==> src/rtl/traffic_intersection_ctrl.sv <==
// Two-road intersection sequencer: NS main road, EW side road and a pedestrian walk phase.
// One-second prescaler, per-state countdown, request latching and emergency override.
module traffic_intersection_ctrl #(
    parameter int unsigned CLK_DIV  = 50000000,
    parameter int unsigned T_GREEN  = 9,
    parameter int unsigned T_YELLOW = 3,
    parameter int unsigned T_ALLRED = 1,
    parameter int unsigned T_WALK   = 5
) (
    input  logic       CLOCK_50,
    input  logic       reset,
    input  logic       side_req,
    input  logic       ped_req,
    input  logic       emerg,
    output logic [2:0] ns_light,
    output logic [2:0] ew_light,
    output logic       walk,
    output logic [3:0] second,
    output logic       tick
);

    localparam int unsigned    CntW     = (CLK_DIV > 1) ? $clog2(CLK_DIV) : 1;
    localparam logic [CntW-1:0] CntMax  = CntW'(CLK_DIV - 1);
    localparam logic [3:0]     SecGreen = 4'(T_GREEN);
    localparam logic [3:0]     SecYel   = 4'(T_YELLOW);
    localparam logic [3:0]     SecAr    = 4'(T_ALLRED);
    localparam logic [3:0]     SecWalk  = 4'(T_WALK);
    localparam logic [2:0]     LampR    = 3'b100;
    localparam logic [2:0]     LampY    = 3'b010;
    localparam logic [2:0]     LampG    = 3'b001;

    typedef enum logic [2:0] {
        StNsG, StNsY, StAr1, StEwG, StEwY, StAr2, StWalk, StEmerg
    } state_e;

    state_e          state_q, state_d;
    logic [3:0]      sec_q, sec_d;
    logic [CntW-1:0] cnt_q, cnt_d;
    logic            side_pend_q, side_pend_d;
    logic            ped_pend_q, ped_pend_d;
    logic            emerg_lat_q, emerg_lat_d;
    logic            expire;

    function automatic logic [3:0] duration(input state_e s);
        case (s)
            StNsG, StEwG: return SecGreen;
            StNsY, StEwY: return SecYel;
            StAr1, StAr2: return SecAr;
            StWalk:       return SecWalk;
            default:      return 4'd0;
        endcase
    endfunction

    assign tick   = (cnt_q == CntMax);
    assign expire = tick && (sec_q == 4'd1);
    assign second = sec_q;

    always_comb begin
        state_d     = state_q;
        sec_d       = sec_q;
        cnt_d       = tick ? '0 : cnt_q + CntW'(1);
        emerg_lat_d = emerg_lat_q;
        if (tick && (sec_q > 4'd1)) begin
            sec_d = sec_q - 4'd1;
        end

        // Emergency seen during green or yellow is remembered so the yellow still ends in EMERG.
        unique case (state_q)
            StNsG: begin
                if (emerg) begin
                    state_d     = StNsY;
                    emerg_lat_d = 1'b1;
                end else if (expire) begin
                    if (side_pend_q || ped_pend_q) state_d = StNsY;
                    else                           sec_d   = SecGreen;
                end
            end
            StNsY: begin
                if (emerg) emerg_lat_d = 1'b1;
                if (expire) begin
                    state_d     = (emerg || emerg_lat_q) ? StEmerg : StAr1;
                    emerg_lat_d = 1'b0;
                end
            end
            StAr1: begin
                if (emerg)       state_d = StEmerg;
                else if (expire) state_d = ped_pend_q ? StWalk : StEwG;
            end
            StWalk: begin
                if (emerg)       state_d = StEmerg;
                else if (expire) state_d = side_pend_q ? StEwG : StNsG;
            end
            StEwG: begin
                if (emerg) begin
                    state_d     = StEwY;
                    emerg_lat_d = 1'b1;
                end else if (expire) begin
                    state_d = StEwY;
                end
            end
            StEwY: begin
                if (emerg) emerg_lat_d = 1'b1;
                if (expire) begin
                    state_d     = (emerg || emerg_lat_q) ? StEmerg : StAr2;
                    emerg_lat_d = 1'b0;
                end
            end
            StAr2: begin
                if (emerg)       state_d = StEmerg;
                else if (expire) state_d = StNsG;
            end
            StEmerg: begin
                if (!emerg) state_d = StAr2;
            end
            default: state_d = StNsG;
        endcase

        // Any state change restarts the second so the new state gets whole seconds.
        if (state_d != state_q) begin
            cnt_d = '0;
            sec_d = duration(state_d);
        end

        side_pend_d = side_req || (side_pend_q && !((state_d == StEwG) && (state_q != StEwG)));
        ped_pend_d  = ped_req  || (ped_pend_q  && !((state_d == StWalk) && (state_q != StWalk)));
    end

    always_comb begin
        ns_light = LampR;
        ew_light = LampR;
        walk     = 1'b0;
        unique case (state_q)
            StNsG:   ns_light = LampG;
            StNsY:   ns_light = LampY;
            StEwG:   ew_light = LampG;
            StEwY:   ew_light = LampY;
            StWalk:  walk     = 1'b1;
            default: ;
        endcase
    end

    always_ff @(posedge CLOCK_50) begin
        if (reset) begin
            state_q     <= StNsG;
            sec_q       <= SecGreen;
            cnt_q       <= '0;
            side_pend_q <= 1'b0;
            ped_pend_q  <= 1'b0;
            emerg_lat_q <= 1'b0;
        end else begin
            state_q     <= state_d;
            sec_q       <= sec_d;
            cnt_q       <= cnt_d;
            side_pend_q <= side_pend_d;
            ped_pend_q  <= ped_pend_d;
            emerg_lat_q <= emerg_lat_d;
        end
    end

endmodule
==> config.mk <==
export PLATFORM = sky130hd
export DESIGN_NAME = traffic_intersection_ctrl
export DESIGN_NICKNAME = d
export VERILOG_FILES = /design/src/rtl/traffic_intersection_ctrl.sv
export SDC_FILE = /design/constraint.sdc
export NUM_CORES = 1
export LEC_CHECK = 0
export BUFFER_PORTS_ARGS = -buffer_cell sky130_fd_sc_hd__clkbuf_2
export CORE_ASPECT_RATIO = 0.7
export CORE_MARGIN = 3
export CORE_UTILIZATION = 30
export CTS_CLUSTER_DIAMETER = 150
export DETAILED_ROUTE_END_ITERATION = 8
export PLACE_DENSITY_LB_ADDON = 0.15
export SLEW_MARGIN = 40
export SYNTH_ARGS = -nofsm -noshare
export SYNTH_HDL_FRONTEND = slang
export SYNTH_SLANG_ARGS = --single-unit
==> constraint.sdc <==
create_clock -name CLOCK_50 -period 3.7 [get_ports CLOCK_50]
set_clock_uncertainty 0.15 [all_clocks]
set_input_delay 0.37 -clock CLOCK_50 [delete_from_list [all_inputs] [get_ports CLOCK_50]]
set_output_delay 0.37 -clock CLOCK_50 [all_outputs]
set_load 0.02 [all_outputs]
[Word level (Yosys, flattened, before mapping)]
Index checks and enable logic that the tools add are counted.
Storage, ports and cells
  register bits: 36
  output and inout port bits: 12
  logic and storage cells: 80
Operators by class
  add/subtract/negate cells: 2
  order comparisons: 1
  equality and inequality tests: 18
  muxes and demuxes: 32
  reductions and logical operators: 21
Operator list (count)
  $mux W3: 16
  $add A26 B1 Y26 const B: 1
  $eq A26 B26 Y1 const B: 1
  $mux W4: 6
  $pmux W3 S8: 1
  $eq A3 B3 Y1 const B: 7
  $pmux W4 S4: 1
  $eq A3 B2 Y1 const B: 4
  $pmux W3 S2: 2
  $reduce_or A2 Y1: 5
  $eq A3 B1 Y1 const B: 2
  $logic_and A1 B1 Y1: 6
  $logic_not A3 Y1: 2
  $eq A4 B1 Y1 const B: 1
  $gt A4 B1 Y1 const B: 1
  $logic_or A1 B1 Y1: 4
  $mux W2: 2
  $sub A4 B1 Y4 const B: 1
  $mux W1: 3
  $ne A3 B2 Y1 const B: 1
  $ne A3 B3 Y1: 1
  $ne A3 B3 Y1 const B: 1
  $reduce_or A3 Y1: 1
  $logic_not A1 Y1: 2
  2 further kinds: 2

[Depth between registers and ports, before layout]
Gate-level depths: netlist of run 1.
  word-level depth: 10
  mapped depth: 11
  mapped depth without buffers: 9

[Worst setup path before layout of run 1]
Ideal clock, no wire load.
  path kind: register to register
  start: register sec_q[0], in the netlist second[0]
  end: register cnt_q[15]
  setup time: 0.136 ns
  arrival: 2.906 ns
  required time: 3.414 ns
  setup slack: 0.508 ns
  stages on the path, launching flop included: 10
  buffers on the path: 1
  path through: dfxtp_1 ha_1 or3b_1 or4_4 or3_4 a211oi_4 nor2_1 o211ai_4 buf_6 nor3_2
Between the ends
  word-level cells in the longest chain between the ends: 7
  elaborated cells between the ends (all ways): 17
  those cells by class: 2 x eq/ne; 13 x mux; 2 x reduce/logical
Ends and longest elaborated chain
  from (decl): line 37  | logic [3:0] sec_q, sec_d;
  from (signal assigned): line 145  | sec_q <= SecGreen;
  $eq A4 B1 Y1 *: line 55  | assign expire = tick && (sec_q == 4'd1);
  $logic_and A1 B1 Y1 *: line 55
  $mux W3 (on tied branches) (2 in a row)
  $pmux W3 S8 *: line 68  | unique case (state_q)
  $ne A3 B3 Y1 *: line 119  | if (state_d != state_q) begin
  $reduce_or A3 Y1 (no source line) *
  to (signal assigned): line 153  | cnt_q <= cnt_d;
  to (decl): line 38  | logic [CntW-1:0] cnt_q, cnt_d;
Mark *: on every way between the ends. The rest lies on a longest branch, timed or not.
A chain may end at the register's enable or synchronous reset.

[Worst setup path in the final report of run 1]
  start: register sec_q[0], in the netlist second[0]
  end: register sec_q[3], in the netlist second[3]
Between the ends
  word-level cells in the longest chain between the ends: 9
  elaborated cells between the ends (all ways): 36
  those cells by class: 1 x add/sub; 1 x order compare; 8 x eq/ne; 20 x mux; 6 x reduce/logical
Ends and longest elaborated chain
  $eq A4 B1 Y1: line 55
  $logic_and A1 B1 Y1: line 55
  $mux W3 (on tied branches) (2 in a row)
  $pmux W3 S8: line 68
  $eq A3 B2 Y1, or another cell as far along: line 45  | case (s)
  $reduce_or A2 Y1: line 45
  $pmux W4 S4: line 45
  $mux W4 *: line 119
Marks and branches as above.

==> results.tsv, run 1 <==
metric	value	unit
gpl congestion	0.759	
total CTS buffers	5	
fraction of layout cells with a size suffix above 1	24.5	%
# IOs	17	
pin count of the biggest net entering global routing	28	
min Tclk post-route	3300	ps
post-CTS sizing	0	
Final period util	89.1	%
Area after DPL	2420	sq um
clock-pin slew on the worst setup and hold paths	70	ps
crit-path leading delay family	simple AND/OR/NAND/NOR gates	
worst reg2reg startpoint	second[0]	
Port Buffers	16	
Post-synth EDFFs	0	
Startpoint Class	flip-flop	
Netlist cell types	55	
Worst Hold Depth	3	
#FFs+latches synth	36	
DIE AREA	8660	sq um
Routed WL	5.13	mm
DRC	0	
sequential area share after synthesis	31.8	%
total number of vias	1808	
area of the core	7040	sq um
Util after Layout	35.4	%
Cell Area, Synth	2270	sq um
Final ANT Viol Nets	0	
Via density	4.98	
first-pass GRT wire length	8.69	mm
post-synthesis async set-or-reset flop share	0	%
Worst Path Buf+Inv	1	
power per cell area	350	nW/um^2
Crit Reg-Reg Endpoint	second[3]	
1st-iter DRT viols	94	
largest area contributor in the netlist	dfxtp_1	
worst-margin pin slew	773	ps
WL per Instance	14.1	microns
final hold viol count	0	
CP Cell Sequence	ha_1 -> or3b_1 -> or4_4 -> or3_4 -> a211oi_4 -> nor2_1 -> o211ai_4 -> buf_12 -> o221ai_1	
WP data required	3710	ps
total grt overflow	0	
# H-tree levels	2	
Final #Nets	277	
hold_sp	ped_req	
die span in x	110	microns
R2R cell count	9	
Starting Density	32.2	%
antenna violations before repair	0	
DRT Pass-1 Iters	4	
status	finished clean	
yosys warns	0	
Crit. End Element	flip-flop	
syn_area_per_cell	9.00	sq um
CTS root buf	clkbuf_8	
vias in the first global route	1701	
Post-CTS Setup Inserts	0	
Rows	25	
Post-Layout Inst Area	2490	sq um
slew margin rel.	48.4	%
clock buffer depth	2	
Synth area leaders	dfxtp_1 (32%), nor3_2 (8.4%), xor2_1 (5.8%), xnor2_1 (5.4%), nor3_1 (3.5%)	
Yosys top cell area share	31.8	%
Worst Path Max Fanout	27	
Hold Path End	ped_pend_q	
Leak Pwr	0.838	nW
RSZ-0062 raised after global routing	no	
clock sinks	36	
Top FF cell, synth	dfxtp_1	
final setup fails	0	
Min Hold Slack	147	ps
GRT Total Usage	12.8	%
Max stage delay on crit path	440	ps
Max VDD drop	0.127	mV
hold buffers post-CTS	0	
CP max-delay cell	or4_4	
Worst Hold Class	primary input to flip-flop	
die height	78.8	microns
Syn Nets	260	
Area Overhead vs Synth	9.98	%
Max Fclk	0.303	GHz
worst-skew pair later-pin latency	280	ps
max-cap violations	0	
TNS Setup	0	ps
CTS tree	done	
R2R Setup Slk	400	ps
Syn Inst Count	252	
final slew viol count	0	
Final HPWL DP	3.73	mm
n_diodes	0	
Critical Path AT	3310	ps
kind of critical path	flip-flop to flip-flop	
[power breakdown]
part	switching (mW)	internal, mW
combinational	0.114	0.0680
clock	0.138	0.128
sequential	0.0245	0.401
[registers in the layout, summed over array words and instances (netlist names)]
| register | count |
|---|---|
| cnt_q | 26 |
| second | 4 |
| state_q | 3 |
| emerg_lat_q | 1 |
| ped_pend_q | 1 |
| side_pend_q | 1 |
[final cells by class]
class | count | area [sq um]
inverter | 13 | 48.8
fill | 739 | 4540
sequential | 36 | 721
timing repair buffer | 22 | 138
multi-input combinational | 191 | 1390
clock inverter | 1 | 5.00
clock buffer | 6 | 72.6
tap | 94 | 118
[routing by layer]
| layer | part of all wire, % | wire length (microns) | track usage (%) |
|---|---|---|---|
| met1 | 58 | 2960 | 20.5 |
| met2 | 39 | 2010 | 16.3 |
| met3 | 2.2 | 115 | 3.01 |
| met4 | 0.82 | 42 | 3.86 |
| met5 | 0 | 0 | 0 |
[through the flow]
stage / std cells / worst slack, ps / total power [mW]
2_1_floorplan: 252 / 508 / 0.574
3_3_place_gp: 356 / 482 / 0.619
3_5_place_dp: 356 / 419 / 0.617
4_1_cts: 363 / 407 / 0.885
5_1_grt: 363 / 199 / 0.923
6_report: 363 / 403 / 0.873
[worst max path at each step]
| stage | cells after the start | startpoint | end | slack [ps] |
|---|---|---|---|---|
| floorplan | 9 | second[0] | cnt_q[15] | 510 |
| global placement | 9 | second[0] | second[3] | 480 |
| detailed placement | 9 | second[0] | second[3] | 420 |
| CTS | 9 | second[0] | second[3] | 410 |
| global route | 9 | second[0] | second[3] | 200 |
| finish | 9 | second[0] | second[3] | 400 |
[tightest hold or removal path, stage by stage]
cell	delay (ps)
clkbuf_2	80
inv_1	40
a21oi_1	50
[cells by family (layout without fill, tap and decap cells)]
family	Yosys count	in the layout	synth area share, %
DFF	36	36	31.8
and+or+nand+nor	123	123	34.8
adders and majority gates	3	3	1.65
buffers and inverters	25	42	6.84
muxes	5	5	2.21
AOI/OAI and AO/OA	31	31	11.6
xor gates and xnor gates	29	29	11.2
[cells in the mapped netlist, drive strengths merged, types with 2 or more instances]
library cell and instances:
a21oi 6, and2 3, and3 5, and4 3
buf 6, clkbuf 5, dfxtp 36, ha 3
inv 13, mux2i 5, nand2 14, nand3 14
nand4 8, nor2 17, nor3 36, nor3b 3
nor4 3, nor4b 3, o211a 2, o211ai 5
o21a 2, o21ai 3, o31a 2, o31ai 3
or2 4, or3 3, xnor2 14, xor2 15
[placed cells by master, fill, tap and decap left out, drive strengths merged, types with 6 or more instances in the layout]
cell	synthesis	layout
a21oi	6	6
buf	6	6
clkbuf	5	22
dfxtp	36	36
inv	13	13
nand2	14	14
nand3	14	14
nand4	8	8
nor2	17	17
nor3	36	36
xnor2	14	14
xor2	15	15
No activity file was read; power rests on OpenSTA's default activity.
==> run 2: changes to the inputs <==
CELL_PAD_IN_SITES_DETAIL_PLACEMENT = 1   (was default)
CELL_PAD_IN_SITES_GLOBAL_PLACEMENT = 1   (was default)
CTS_BUF_LIST = sky130_fd_sc_hd__clkbuf_2 sky130_fd_sc_hd__clkbuf_4 sky130_fd_sc_hd__clkbuf_8   (was default)
==> run 2 against run 1 <==
  * Final cell count rose by 0.28%
  * Utilization rose by 0.16 points
  * Clock power rose by 2%
  * Worst hold slack improved by 0.91 ps
  * First-iteration DRC count fell by 2.1%
  * Critical path type unchanged
  * Largest power group unchanged
  * Fmax fell by 0.83%
  * Critical endpoint unchanged
  * Sequential power barely moved
==> results.tsv, run 2 (synthesis results as in run 1) <==
metric	value	unit	change
placed insts	357		+0.28%
CTS root buf	clkbuf_8		
final slew viol count	0		unchanged
status	finished clean		
Startpoint Class	flip-flop		
commonest non-fill, non-tap cell in the layout	dfxtp_1		
WL per Instance	15.5	microns	+9.7%
clock buffer depth	2		unchanged
Crit. End Element	flip-flop		
pin count of the biggest net entering global routing	28		unchanged
Via density	5.08		+2.0%
Area Overhead vs Synth	10.5	%	
Largest Register	cnt_q		
Crit Reg-Reg Endpoint	second[3]		
area of the core	7040	sq um	unchanged
Max Fclk	0.301	GHz	-0.83%
hold_sp	ped_req		
vias in the first global route	1822		+7.1%
first-pass GRT wire length	9.54	mm	+9.8%
worst reg2reg startpoint	second[0]		
total CTS buffers	5		unchanged
post-CTS sizing	0		unchanged
slew margin rel.	48.3	%	-0.14 points
Final #Nets	278		+0.36%
Leak Pwr	0.848	nW	+1.2%
final hold viol count	0		unchanged
DIE AREA	8660	sq um	unchanged
max-cap violations	0		unchanged
Worst Path Max Fanout	27		unchanged
power per cell area	352	nW/um^2	+0.64%
Worst Hold Depth	3		unchanged
kind of critical path	flip-flop to flip-flop		
Final HPWL DP	4.27	mm	+15%
DRC	0		unchanged
Hold Path End	ped_pend_q		
R2R Setup Slk	380	ps	-30 ps
Max VDD drop	0.150	mV	+18%
CTS tree	done		
GRT Total Usage	14.0	%	+1.2 points
# H-tree levels	2		unchanged
worst-margin pin slew	776	ps	+2.16 ps
antenna violations before repair	0		unchanged
min Tclk post-route	3320	ps	+27.5 ps
worst-skew pair later-pin latency	280	ps	about the same
Final ANT Viol Nets	0		unchanged
Starting Density	32.2	%	unchanged
WP data required	3700	ps	about the same
# IOs	17		unchanged
TNS Setup	0	ps	unchanged
hold buffers post-CTS	0		unchanged
DRT Pass-1 Iters	4		unchanged
Worst Hold Class	primary input to flip-flop		
clock sinks	36		unchanged
Port Buffers	16		unchanged
Final Non-Filler Cells	364		+0.28%
1st-iter DRT viols	92		-2.1%
total number of vias	1849		+2.3%
die height	78.8	microns	unchanged
Rows	25		unchanged
R2R cell count	9		unchanged
Routed WL	5.64	mm	+10%
gpl congestion	0.798		+5.1%
Final period util	89.9	%	+0.74 points
max FFs per register	26		unchanged
clock-pin slew on the worst setup and hold paths	70	ps	about the same
n_diodes	0		unchanged
die span in x	110	microns	unchanged
RSZ-0062 raised after global routing	no		
most frequent cells in the layout	dfxtp_1 (36), nor3_2 (19), nor2_1 (17)		
Post-CTS Setup Inserts	0		unchanged
fraction of layout cells with a size suffix above 1	25.2	%	+0.65 points
final setup fails	0		unchanged
total grt overflow	0		unchanged
Critical Path AT	3330	ps	+20 ps
Min Hold Slack	148	ps	+0.906 ps
## run 2: layout make-up
| cell class | count | area, sq um |
|---|---|---|
| clock buffers | 6 | 76.3 |
| clock inverters | 1 | 5.00 |
| fillers | 839 | 4530 |
| inverters | 13 | 48.8 |
| multi-input cells | 191 | 1390 |
| flip-flops and latches | 36 | 721 |
| well taps | 94 | 118 |
| repair buffers | 23 | 145 |
## run 2: worst max-delay path by stage
stage,from,to
final,second[0],second[3]
after global placement,second[0],second[3]
after detailed placement,second[0],second[3]
after CTS,second[0],cnt_q[5]
after global routing,second[0],second[3]
after floorplan,second[0],cnt_q[15]
## run 2: worst max-delay path, cell delays in order, from the launching register on
cell and delay [ps]:
dfxtp_1 430, ha_1 240, or3b_1 410, or4_4 450
or3_4 390, a211oi_4 410, nor2_1 140, o211ai_4 200
buf_12 240, o221ai_1 130
## run 2: power breakdown
| part | internal (mW) | total [mW] | leakage, nW | switching, mW |
|---|---|---|---|---|
| combinational | 0.0685 | 0.185 | 0.511 | 0.116 |
| clock | 0.135 | 0.272 | 0.0445 | 0.137 |
| sequential | 0.401 | 0.426 | 0.292 | 0.0249 |
## run 2: per-stage QoR
stage,total power [mW],utilization (%),cell area [sq um],setup WS (ps)
after floorplan,0.574,-,2270,508
after global placement,0.623,34.5,2420,495
after detailed placement,0.622,34.5,2420,376
after CTS,0.904,35.6,2510,362
after global routing,0.945,35.6,2510,206
final,0.883,35.6,2510,375
## run 2: layer usage
metal / up-vias / GRT usage, % / wire length [microns]
met3: 5 / 3.09 / 175
met4: 0 / 3.36 / 46
li1: 942 / - / -
met2: 24 / 18.5 / 2220
met1: 878 / 22.3 / 3210
met5: - / 0 / 0
==> run 3: changes to the inputs <==
==> constraint.sdc (replaced) <==
create_clock -name CLOCK_50 -period 3.7 [get_ports CLOCK_50]
set_clock_uncertainty 0.15 [all_clocks]
set_input_delay 0 -clock CLOCK_50 [delete_from_list [all_inputs] [get_ports CLOCK_50]]
set_output_delay 0 -clock CLOCK_50 [all_outputs]
set_load 0.02 [all_outputs]
==> run 3 against run 2 <==
  * Non-clock buffer count increased by 7
  * Combinational power increased by 4%
  * Clock-buffer cell count unchanged
  * Die area unchanged
  * Utilization increased by 0.92 points
  * Via count increased by 1.2%
  * Register-to-register slack got worse by 170 ps
  * Sequential cell count unchanged
  * Final cell count increased by 1.9%
  * Sequential share of layout area decreased by 0.73 points
  * Largest cell class unchanged
  * Highest routed layer unchanged
==> results.tsv, run 3 (synthesis results as in run 1) <==
metric	value	unit	change
status	finished clean		
final setup fails	0		unchanged
Pint	0.611	mW	+1.0%
total CTS buffers	5		unchanged
CTS tree	done		
Crit. End Element	flip-flop		
die span in x	110	microns	unchanged
min Tclk post-route	3490	ps	+168 ps
Worst Path Max Fanout	6		-78%
Final #Nets	285		+2.5%
final setup margin	208	ps	-168 ps
# H-tree levels	2		unchanged
WP data required	3720	ps	+20 ps
Rows	25		unchanged
Via density	5.04		-0.72%
area of the core	7040	sq um	unchanged
Final period util	94.4	%	+4.5 points
DIE AREA	8660	sq um	unchanged
total grt overflow	0		unchanged
clock sinks	36		unchanged
total number of vias	1871		+1.2%
Max VDD drop	0.150	mV	about the same
Final HPWL DP	4.27	mm	unchanged
die height	78.8	microns	unchanged
clock-pin slew on the worst setup and hold paths	70	ps	about the same
Routed WL	5.70	mm	+0.99%
P_sw	0.279	mW	+0.41%
combinational share of power	21.6	%	+0.6 points
pin count of the biggest net entering global routing	28		unchanged
commonest non-fill, non-tap cell in the layout	dfxtp_1		
max-cap violations	0		unchanged
Largest Register	cnt_q		
clock buffer depth	2		unchanged
Startpoint Class	flip-flop		
Worst Hold Class	primary input to flip-flop		
post-CTS sizing	0		unchanged
Starting Density	32.2	%	unchanged
FILL cells	840		+0.12%
Flop pwr share	47.8	%	-0.4 points
Port Buffers	16		unchanged
first-pass GRT wire length	9.60	mm	+0.65%
slew margin rel.	48.3	%	about the same
Clock Power Share	30.5	%	-0.3 points
power per cell area	346	nW/um^2	-1.7%
RSZ-0062 raised after global routing	no		
vias in the first global route	1829		+0.38%
Setup WS pre-CTS	376	ps	unchanged
worst-skew pair later-pin latency	280	ps	about the same
antenna violations before repair	0		unchanged
TNS Setup	0	ps	unchanged
Util after Layout	36.5	%	+0.92 points
gpl congestion	0.798		unchanged
Max Fclk	0.286	GHz	-4.8%
final hold viol count	0		unchanged
fraction of layout cells with a size suffix above 1	25.3	%	+0.086 points
DRT Pass-1 Iters	4		unchanged
max FFs per register	26		unchanged
DRC	0		unchanged
CTS root buf	clkbuf_8		
n_diodes	0		unchanged
Leak Pwr	0.881	nW	+3.9%
Area Overhead vs Synth	13.3	%	
1st-iter DRT viols	87		-5.4%
worst-margin pin slew	776	ps	-0.00286 ps
Critical Path AT	3510	ps	+180 ps
most frequent cells in the layout	dfxtp_1 (36), nor3_2 (19), nor2_1 (17)		
# IOs	17		unchanged
final slew viol count	0		unchanged
kind of critical path	flip-flop to flip-flop		
WL per Instance	15.4	microns	-0.91%
GRT Total Usage	14.1	%	+0.085 points
switching share of power	31.4	%	-0.13 points
Final ANT Viol Nets	0		unchanged
-- run 3: cell count changes in the layout (fill, tap and decap cells not counted) --
cell,delta
dlygate4sd3_1,+5
buf_4,+2
-- run 3: final timing paths --
path         startpoint          end  slack [ps]  cells after the start
min reg2reg    cnt_q[0]     cnt_q[0]         340                      1
max           second[0]  side_pend_q         210                      9
max reg2reg   second[0]  side_pend_q         210                      9
min               emerg  emerg_lat_q         180                      5
-- run 3: per-layer routing --
layer  vias up  part of all wire (%)  GRT usage [%]
met2        19                    39           18.5
met5         -                     0              0
li1        957                     -              -
met1       890                    57           22.5
met4         0                  0.81           3.36
met3         5                   2.4           3.09
-- run 3: cell type report --
class | instances | area [sq um] | share of cell area (%)
multi-input cells | 191 | 1390 | 54.2
clock inverters | 1 | 5.00 | 0.195
repair buffers | 30 | 210 | 8.18
well taps | 94 | 118 | 4.57
clock buffers | 6 | 76.3 | 2.97
inverters | 13 | 48.8 | 1.90
flip-flops and latches | 36 | 721 | 28.0
-- run 3: what timing repair did --
item                       CTS  global route
hold buffers                 5             0
buffers inserted             0             2
hold endpoints to repair     5             0
setup endpoints to repair    0             1
-- run 3: worst max-delay path, stage by stage, from the launching register on --
cell,delay [ps]
dfxtp_1,430
ha_1,240
or3b_1,410
or4_4,450
nor3_1,320
a211oi_4,100
or3_2,410
o31ai_1,200
a21oi_1,100
dlygate4sd3_1,570
-- run 3: power groups by stage --
stage	Sequential (mW)	Combinational, mW	Clock, mW
final	0.426	0.193	0.272
after detailed placement	0.434	0.188	0
after CTS	0.425	0.193	0.291
after floorplan	0.428	0.147	0
after global routing	0.429	0.212	0.312
after global placement	0.435	0.188	0
-- run 3: through the flow --
step / power (mW) / instances / hold WS, ps / instance area [sq um]
2_1_floorplan: 0.574 / 252 / -80.9 / 2270
3_3_place_gp: 0.623 / 357 / 70.2 / 2420
3_5_place_dp: 0.622 / 357 / 74.5 / 2420
4_1_cts: 0.909 / 369 / 178 / 2560
5_1_grt: 0.953 / 371 / 242 / 2570
6_report: 0.890 / 371 / 183 / 2570
